<file path="src/rtl/cdb_arbiter_pkg.sv">
// rtl/cdb_arbiter_pkg.sv - shared constants and helpers for the CDB arbiter
`ifndef ROB_WIDTH_BIT
`define ROB_WIDTH_BIT 4
`endif

package cdb_arbiter_pkg;

   // Fixed source slots; further producers take indices 2 and 3
   localparam int CDB_SRC_ALU        = 0;
   localparam int CDB_SRC_LSB        = 1;
   localparam int CDB_FIFO_DEPTH_BIT = 2;
   localparam int CDB_ROB_WIDTH_BIT  = `ROB_WIDTH_BIT;

   // Width of a source index, never narrower than one bit
   function automatic int src_bit(input int n);
      return (n < 2) ? 1 : $clog2(n);
   endfunction

endpackage

</file>
<file path="src/rtl/cdb_arbiter_if.sv">
// rtl/cdb_arbiter_if.sv - producer inputs and CDB broadcast bundle
interface cdb_arbiter_if
   import cdb_arbiter_pkg::*;
#(
   parameter int NUM_SRC       = 2,
   parameter int ROB_WIDTH_BIT = CDB_ROB_WIDTH_BIT
);
   localparam int SRC_BIT = src_bit(NUM_SRC);

   logic [NUM_SRC-1:0]               src_valid;
   logic [NUM_SRC*ROB_WIDTH_BIT-1:0] src_rob_id;
   logic [NUM_SRC*32-1:0]            src_value;
   logic [NUM_SRC-1:0]               src_full;
   logic                             cdb_valid;
   logic [ROB_WIDTH_BIT-1:0]         cdb_rob_id;
   logic [31:0]                      cdb_value;
   logic [SRC_BIT-1:0]               cdb_src;
   logic                             overflow_err;

   modport master (
      input  src_valid, src_rob_id, src_value,
      output src_full, cdb_valid, cdb_rob_id, cdb_value, cdb_src, overflow_err
   );

   modport slave (
      output src_valid, src_rob_id, src_value,
      input  src_full, cdb_valid, cdb_rob_id, cdb_value, cdb_src, overflow_err
   );
endinterface

</file>
<file path="src/rtl/cdb_src_fifo.sv">
// rtl/cdb_src_fifo.sv - per-source result FIFO feeding the CDB arbiter
module cdb_src_fifo
   import cdb_arbiter_pkg::*;
#(
   parameter int DEPTH_BIT = CDB_FIFO_DEPTH_BIT,
   parameter int DATA_W    = CDB_ROB_WIDTH_BIT + 32
) (
   input  logic              clk_in,
   input  logic              rst_in,
   input  logic              push_i,
   input  logic              pop_i,
   input  logic              flush_i,
   input  logic [DATA_W-1:0] data_i,
   output logic [DATA_W-1:0] data_o,
   output logic [DEPTH_BIT:0] count_o,
   output logic              empty_o,
   output logic              full_o
);
   localparam int DEPTH = 1 << DEPTH_BIT;

   logic [DATA_W-1:0]    mem_q [DEPTH];
   logic [DEPTH_BIT-1:0] wr_q, wr_d, rd_q, rd_d;
   logic [DEPTH_BIT:0]   cnt_q, cnt_d;
   logic                 do_push, do_pop;

   assign empty_o = (cnt_q == '0);
   assign full_o  = (cnt_q == (DEPTH_BIT+1)'(DEPTH));
   assign count_o = cnt_q;
   assign data_o  = mem_q[rd_q];

   // A push into a full FIFO is still taken when the same edge pops it
   always_comb begin
      do_pop  = pop_i & ~empty_o;
      do_push = push_i & (~full_o | do_pop);
      wr_d    = do_push ? wr_q + 1'b1 : wr_q;
      rd_d    = do_pop ? rd_q + 1'b1 : rd_q;
      cnt_d   = cnt_q;
      if (do_push && !do_pop) cnt_d = cnt_q + 1'b1;
      if (do_pop && !do_push) cnt_d = cnt_q - 1'b1;
   end

   // Pointer and occupancy state; flush empties without touching storage
   always_ff @(posedge clk_in or negedge rst_in) begin
      if (!rst_in) begin
         wr_q  <= '0;
         rd_q  <= '0;
         cnt_q <= '0;
      end else if (flush_i) begin
         wr_q  <= '0;
         rd_q  <= '0;
         cnt_q <= '0;
      end else begin
         wr_q  <= wr_d;
         rd_q  <= rd_d;
         cnt_q <= cnt_d;
      end
   end

   // Entry storage; contents are only meaningful behind cnt_q
   always_ff @(posedge clk_in) begin
      if (do_push && !flush_i) mem_q[wr_q] <= data_i;
   end
endmodule

</file>
<file path="src/rtl/cdb_arbiter.sv">
// rtl/cdb_arbiter.sv - round-robin CDB arbiter; CDB_BYPASS_EN adds same-cycle bypass
module cdb_arbiter
   import cdb_arbiter_pkg::*;
#(
   parameter int NUM_SRC        = 2,
   parameter int FIFO_DEPTH_BIT = CDB_FIFO_DEPTH_BIT,
   parameter int ROB_WIDTH_BIT  = CDB_ROB_WIDTH_BIT
) (
   input  logic          clk_in,
   input  logic          rst_in,
   input  logic          rdy_in,
   input  logic          flush,
   cdb_arbiter_if.master bus
);
   localparam int SRC_BIT = src_bit(NUM_SRC);
   localparam int DEPTH   = 1 << FIFO_DEPTH_BIT;
   localparam int DATA_W  = ROB_WIDTH_BIT + 32;

   logic [NUM_SRC-1:0]      push, pop, empty, full, elig;
   logic [DATA_W-1:0]       in_data  [NUM_SRC];
   logic [DATA_W-1:0]       fifo_out [NUM_SRC];
   logic [FIFO_DEPTH_BIT:0] count    [NUM_SRC];
   logic [DATA_W-1:0]       sel_data;
   logic [SRC_BIT-1:0]      grant, rr_q, rr_d;
   logic                    grant_vld, fifo_flush, ovf_hit;

   logic                     cdb_valid_q;
   logic [ROB_WIDTH_BIT-1:0] cdb_rob_id_q;
   logic [31:0]              cdb_value_q;
   logic [SRC_BIT-1:0]       cdb_src_q;
   logic                     overflow_q;

   assign fifo_flush = rdy_in & flush;

   genvar k;
   generate
      for (k = 0; k < NUM_SRC; k++) begin : g_src
         assign in_data[k] = {bus.src_rob_id[k*ROB_WIDTH_BIT +: ROB_WIDTH_BIT],
                              bus.src_value[k*32 +: 32]};
         assign bus.src_full[k] = (count[k] >= (FIFO_DEPTH_BIT+1)'(DEPTH-1));

         cdb_src_fifo #(.DEPTH_BIT(FIFO_DEPTH_BIT), .DATA_W(DATA_W)) u_fifo (
            .clk_in  (clk_in),
            .rst_in  (rst_in),
            .push_i  (push[k]),
            .pop_i   (pop[k]),
            .flush_i (fifo_flush),
            .data_i  (in_data[k]),
            .data_o  (fifo_out[k]),
            .count_o (count[k]),
            .empty_o (empty[k]),
            .full_o  (full[k])
         );
      end
   endgenerate

   // A source competes when its FIFO holds a result (or, with bypass, a fresh pulse arrives)
   always_comb begin
      elig = ~empty;
`ifdef CDB_BYPASS_EN
      elig = elig | (empty & bus.src_valid);
`endif
   end

   // Round-robin scan from rr_q; scanning backwards lets the nearest source win
   always_comb begin
      int idx;
      grant_vld = 1'b0;
      grant     = '0;
      idx       = 0;
      for (int i = NUM_SRC - 1; i >= 0; i--) begin
         idx = (int'(rr_q) + i) % NUM_SRC;
         if (elig[SRC_BIT'(idx)]) begin
            grant_vld = 1'b1;
            grant     = SRC_BIT'(idx);
         end
      end
      rr_d = grant_vld ? SRC_BIT'((int'(grant) + 1) % NUM_SRC) : rr_q;
   end

   // Push/pop steering and the value headed for the CDB register
   always_comb begin
      push     = '0;
      pop      = '0;
      sel_data = '0;
      if (rdy_in && !flush) begin
         push = bus.src_valid;
         if (grant_vld) begin
            sel_data = fifo_out[grant];
            pop[grant] = 1'b1;
`ifdef CDB_BYPASS_EN
            if (empty[grant]) begin
               sel_data    = in_data[grant];
               pop[grant]  = 1'b0;
               push[grant] = 1'b0;
            end
`endif
         end
      end
      ovf_hit = |(push & full & ~pop);
   end

   // Registered broadcast, round-robin pointer and sticky overflow flag
   always_ff @(posedge clk_in or negedge rst_in) begin
      if (!rst_in) begin
         cdb_valid_q  <= 1'b0;
         cdb_rob_id_q <= '0;
         cdb_value_q  <= '0;
         cdb_src_q    <= '0;
         rr_q         <= '0;
         overflow_q   <= 1'b0;
      end else if (rdy_in) begin
         if (flush) begin
            cdb_valid_q <= 1'b0;
         end else begin
            cdb_valid_q <= grant_vld;
            if (grant_vld) begin
               cdb_rob_id_q <= sel_data[DATA_W-1:32];
               cdb_value_q  <= sel_data[31:0];
               cdb_src_q    <= grant;
            end
            rr_q <= rr_d;
            if (ovf_hit) overflow_q <= 1'b1;
         end
      end
   end

   assign bus.cdb_valid    = cdb_valid_q;
   assign bus.cdb_rob_id   = cdb_rob_id_q;
   assign bus.cdb_value    = cdb_value_q;
   assign bus.cdb_src      = cdb_src_q;
   assign bus.overflow_err = overflow_q;
endmodule

</file>
<file path="src/flat_wrapper.sv">
// flat-port wrapper written by rule: the top's interface ports become plain ports
module cdb_arbiter_flat import cdb_arbiter_pkg::*;
#(
   parameter int NUM_SRC        = 2,
   parameter int FIFO_DEPTH_BIT = CDB_FIFO_DEPTH_BIT,
   parameter int ROB_WIDTH_BIT  = CDB_ROB_WIDTH_BIT
)
  (clk_in, rst_in, rdy_in, flush, bus_src_valid, bus_src_rob_id, bus_src_value, bus_src_full, bus_cdb_valid, bus_cdb_rob_id, bus_cdb_value, bus_cdb_src, bus_overflow_err);
  cdb_arbiter_if #(.NUM_SRC(NUM_SRC), .ROB_WIDTH_BIT(ROB_WIDTH_BIT)) bus_i ();
  input  logic clk_in;
  input  logic rst_in;
  input  logic rdy_in;
  input  logic flush;
  input wire logic [$bits(bus_i.src_valid)-1:0] bus_src_valid;
  input wire logic [$bits(bus_i.src_rob_id)-1:0] bus_src_rob_id;
  input wire logic [$bits(bus_i.src_value)-1:0] bus_src_value;
  output wire logic [$bits(bus_i.src_full)-1:0] bus_src_full;
  output wire logic [$bits(bus_i.cdb_valid)-1:0] bus_cdb_valid;
  output wire logic [$bits(bus_i.cdb_rob_id)-1:0] bus_cdb_rob_id;
  output wire logic [$bits(bus_i.cdb_value)-1:0] bus_cdb_value;
  output wire logic [$bits(bus_i.cdb_src)-1:0] bus_cdb_src;
  output wire logic [$bits(bus_i.overflow_err)-1:0] bus_overflow_err;
  assign bus_i.src_valid = bus_src_valid;
  assign bus_i.src_rob_id = bus_src_rob_id;
  assign bus_i.src_value = bus_src_value;
  assign bus_src_full = bus_i.src_full;
  assign bus_cdb_valid = bus_i.cdb_valid;
  assign bus_cdb_rob_id = bus_i.cdb_rob_id;
  assign bus_cdb_value = bus_i.cdb_value;
  assign bus_cdb_src = bus_i.cdb_src;
  assign bus_overflow_err = bus_i.overflow_err;
  cdb_arbiter #(.NUM_SRC(NUM_SRC), .FIFO_DEPTH_BIT(FIFO_DEPTH_BIT), .ROB_WIDTH_BIT(ROB_WIDTH_BIT)) u_core (.clk_in(clk_in), .rst_in(rst_in), .rdy_in(rdy_in), .flush(flush), .bus(bus_i));
endmodule
</file>
<file path="config.mk">
export PLATFORM = sky130hd
export DESIGN_NAME = cdb_arbiter_flat
export DESIGN_NICKNAME = d
export VERILOG_FILES = /design/src/rtl/cdb_arbiter_pkg.sv /design/src/rtl/cdb_arbiter_if.sv /design/src/rtl/cdb_src_fifo.sv /design/src/rtl/cdb_arbiter.sv /design/src/flat_wrapper.sv
export SDC_FILE = /design/constraint.sdc
export NUM_CORES = 1
export LEC_CHECK = 0
export CAP_MARGIN = 20
export CORE_MARGIN = 4
export CORE_UTILIZATION = 28
export DETAILED_ROUTE_END_ITERATION = 10
export GPL_ROUTABILITY_DRIVEN = 0
export SLEW_MARGIN = 20
export SYNTH_ARGS = -nofsm -noshare
export SYNTH_HDL_FRONTEND = slang
export SYNTH_SLANG_ARGS = --single-unit
</file>
<file path="constraint.sdc">
create_clock -name clk_in -period 5 [get_ports clk_in]
set_clock_uncertainty 0.1 [all_clocks]
set_input_delay 1.5 -clock clk_in [delete_from_list [all_inputs] [get_ports clk_in]]
set_output_delay 1.5 -clock clk_in [all_outputs]
set_load 0.1 [all_outputs]
</file>
==> reports/metrics.csv <==
metric;value;unit
status;finished clean;
post-CTS setup buffer count;0;
Antenna Cells;0;
antenna viol nets, final;0;
most used flip-flop cell after synthesis;sky130_fd_sc_hd__edfxtp_1;
total clock buffers created by CTS;17;
instance count after placement with tap cells included;783;
overall die height;172;µm
Clk Latency, worst-skew pair;0.43;ns
I/O pins;119;
Detail Placement HPWL;9.12;mm
worst path cell trace;clkdlybuf4s50_1 > and3b_1 > nand2_1 > nor3_1 > fa_1 > nor4b_1 > o22a_1 > nor4_1;
via count of the first global-routing pass;4099;
number of DRC violations after detailed routing;0;
summed negative setup slack over all endpoints;0;ns
Worst Path Class, Setup;input pin to register;
maximum number of pins on one net before global-route repair;39;
setup repair after global routing missed its margin;no;
Post-Syn Instances;377;
CP Data Required Time;5.21;ns
period utilization;77.3;%
Max stage delay cell, worst path;sky130_fd_sc_hd__clkdlybuf4s50_1;
Clock Path Buffers;2;
count of final setup violators;0;
number of warnings reported in the yosys synthesis log;0;
die width;172;µm
critical path data arrival time;4.08;ns
average via count per standard cell;4.66;
leading cell types in the layout, fill and taps excluded;144 x sky130_fd_sc_hd__edfxtp_1, 81 x sky130_fd_sc_hd__clkdlybuf4s50_1, 48 x sky130_fd_sc_hd__dfrtp_1, 38 x sky130_fd_sc_hd__mux2_2, 36 x sky130_fd_sc_hd__mux4_2;
clock tree from TritonCTS;built;
detail-routed net length per standard cell;18.9;µm
Fillers;2487;
average size of a mapped cell;20.0;µm²
count of endpoints failing hold in the final timing report;0;
violation count after the first detailed-route iteration;331;
number of rows created at floorplan;59;
nets@finish;551;
Pins Over Slew Limit;0;
Post-Layout Cell Count;815;
Die ar.;0.0296;mm²
number of port buffers;82;
highest net fanout along the worst path;15;
growth of design area from synthesis to finish;24.6;%
sequential cell area;0.00558;mm²
P per Cell Area;621;mW/mm²
number of enable-type register cells in the synthesized netlist;144;
category of the worst setup path capture point;register;
Initial Utilization;28.7;%
wire length of the first global-routing pass;24.3;mm
ratio of cells with drive above 1 in the final layout;26.0;%
static leakage;3.16;nW
post-synthesis sequential element count;194;
distinct cell type count after synthesis;49;
clock-pin slew on the worst setup and hold paths;0.08;ns
share of async-settable or async-resettable flops after synthesis;25.8;%
post-layout total power;0.00584;W
detailed-routing iteration count for the pre-antenna-repair pass;4;
global routing usage summed across all routing layers;11.0;%
Max Freq;0.259;GHz
post-synthesis net count;461;
slowest cell delay on critical path;0.82;ns
hold crit path type;register to register;
total global routing overflow;0;
number of H-tree branching levels;4;
transition time of the tightest slew-check pin;1.07;ns
Clock Root Buffer;sky130_fd_sc_hd__clkbuf_16;
most common library cell in the layout ignoring fill and taps;sky130_fd_sc_hd__edfxtp_1;
post-synth design cell area;0.00754;mm²
final WL;15.4;mm
DR vias;3795;
worst relative slew slack;29.0;%
fin crit period;3.87;ns
number of gates resized after CTS;0;
maximum vdd drop;368;µV
placeable core region;0.0263;mm²
Max Cap Violations;0;
combined area of the multi-input logic cells;0.00186;mm²
sequential share of the synthesized area;73.9;%
Hold-fix buffers, CTS;0;
initial antenna violation count;0;
Clock Sinks;194;
critical path startpoint category;input pin;
critical path: cells and delay by family:
kind,cells,cell delay [ns]
buffers and inverters,1,0.82
adder cells (fa/ha/maj),1,0.51
AND/OR/NAND/NOR,5,1.02
AO/OA/AOI/OAI,1,0.21
path summary, 6_finish.rpt:
| path | end | slack (ns) | depth (start not counted) | start |
|---|---|---|---|---|
| worst max-delay path | u_core.g_src[1].u_fifo.count_o[1]$_DFFE_PN0P_ | 1.13 | 8 | rdy_in |
| worst min-delay path | u_core.bus.overflow_err$_DFFE_PN0P_ | 0.40 | 1 | u_core.bus.overflow_err$_DFFE_PN0P_ |
| worst max register to register | u_core.g_src[1].u_fifo.count_o[1]$_DFFE_PN0P_ | 2.33 | 7 | u_core.g_src[0].u_fifo.count_o[0]$_DFFE_PN0P_ |
| worst min register to register | u_core.bus.overflow_err$_DFFE_PN0P_ | 0.40 | 1 | u_core.bus.overflow_err$_DFFE_PN0P_ |
| max in group asynchronous | u_core.bus.cdb_value[30]$_DFFE_PN0P_ | 2.81 | 2 | rst_in |
| min in group asynchronous | u_core.g_src[1].u_fifo.count_o[1]$_DFFE_PN0P_ | 1.12 | 1 | rst_in |
Yosys cell counts, types with 2 or more instances:
cell	instances	area share, %
sky130_fd_sc_hd__mux4_2	36	11
sky130_fd_sc_hd__nand2_1	7	0.35
sky130_fd_sc_hd__nand4_1	2	0.17
sky130_fd_sc_hd__dfrtp_1	50	17
sky130_fd_sc_hd__xnor2_1	2	0.23
sky130_fd_sc_hd__nor3_1	3	0.20
sky130_fd_sc_hd__nand3b_1	3	0.30
sky130_fd_sc_hd__a21o_1	4	0.40
sky130_fd_sc_hd__nand3_1	2	0.13
sky130_fd_sc_hd__clkbuf_1	5	0.25
sky130_fd_sc_hd__a21oi_1	7	0.46
sky130_fd_sc_hd__and2_1	5	0.41
sky130_fd_sc_hd__buf_2	8	0.53
sky130_fd_sc_hd__fa_1	2	0.53
sky130_fd_sc_hd__o21ai_0	7	0.46
sky130_fd_sc_hd__buf_4	2	0.20
sky130_fd_sc_hd__edfxtp_1	144	57
sky130_fd_sc_hd__xor2_1	2	0.23
sky130_fd_sc_hd__mux2i_1	3	0.40
sky130_fd_sc_hd__nor2_1	8	0.40
sky130_fd_sc_hd__o2111ai_1	2	0.23
sky130_fd_sc_hd__inv_1	6	0.30
sky130_fd_sc_hd__ha_1	4	0.66
sky130_fd_sc_hd__mux2_2	38	5.7
state kept, by name (all words and copies together), names as in the netlist:
name	count
u_core.g_src.u_fifo.mem_q	144
u_core.rr_q	1
u_core.bus.cdb_src	1
u_core.bus.overflow_err	1
u_core.g_src.u_fifo.count_o	6
u_core.bus.cdb_rob_id	4
u_core.g_src.u_fifo.wr_q	2
u_core.bus.cdb_valid	1
u_core.bus.cdb_value	32
u_core.g_src.u_fifo.rd_q	2
stage by stage:
step / hold slack [ns] / setup slack [ns] / instance area (µm²) / utilization, %
global placement: 0.369 / 0.817 / 8800 / 33.5
CTS: 0.405 / 1.12 / 9400 / 35.8
floorplan: 0.442 / 1.44 / 7540 / -
global route: 0.418 / 0.951 / 9400 / 35.8
finish: 0.398 / 1.13 / 9400 / 35.8
detailed placement: 0.381 / 0.723 / 8800 / 33.5
final cells by class:
| type | count | area share [%] |
|---|---|---|
| inverter | 7 | 0.280 |
| timing repair buffer | 88 | 9.69 |
| tap | 335 | 4.46 |
| multi-input combinational | 159 | 19.8 |
| sequential | 194 | 59.4 |
| clock buffer | 17 | 4.53 |
| clock inverter | 15 | 1.88 |
power breakdown:
group | internal (W) | switching (W) | leakage (nW)
combinational | 0.000669 | 0.00160 | 0.966
sequential | 0.00196 | 0.000231 | 1.91
clock | 0.000715 | 0.000666 | 0.283
metal layers:
| layer | share of wire, % | vias up | global-route usage, % | wire length, µm |
|---|---|---|---|---|
| met5 | 0 | - | 0 | 0 |
| met4 | 1.9 | 0 | 4.03 | 297 |
| met3 | 2.9 | 22 | 2.45 | 450 |
| met2 | 48 | 77 | 17.3 | 7420 |
| met1 | 47 | 2012 | 15.2 | 7220 |
| li1 | - | 1684 | - | - |
kinds of logic after synthesis:
logic type	after synthesis	share of synthesized area, %
DFF	194	73.9
muxes	77	16.8
and+or+nand+nor	42	3.37
AOI/OAI and AO/OA	30	2.74
buffers and inverters	24	1.53
adders and majority gates	6	1.19
xor gates and xnor gates	4	0.464
(Power assumes the default switching activity.)
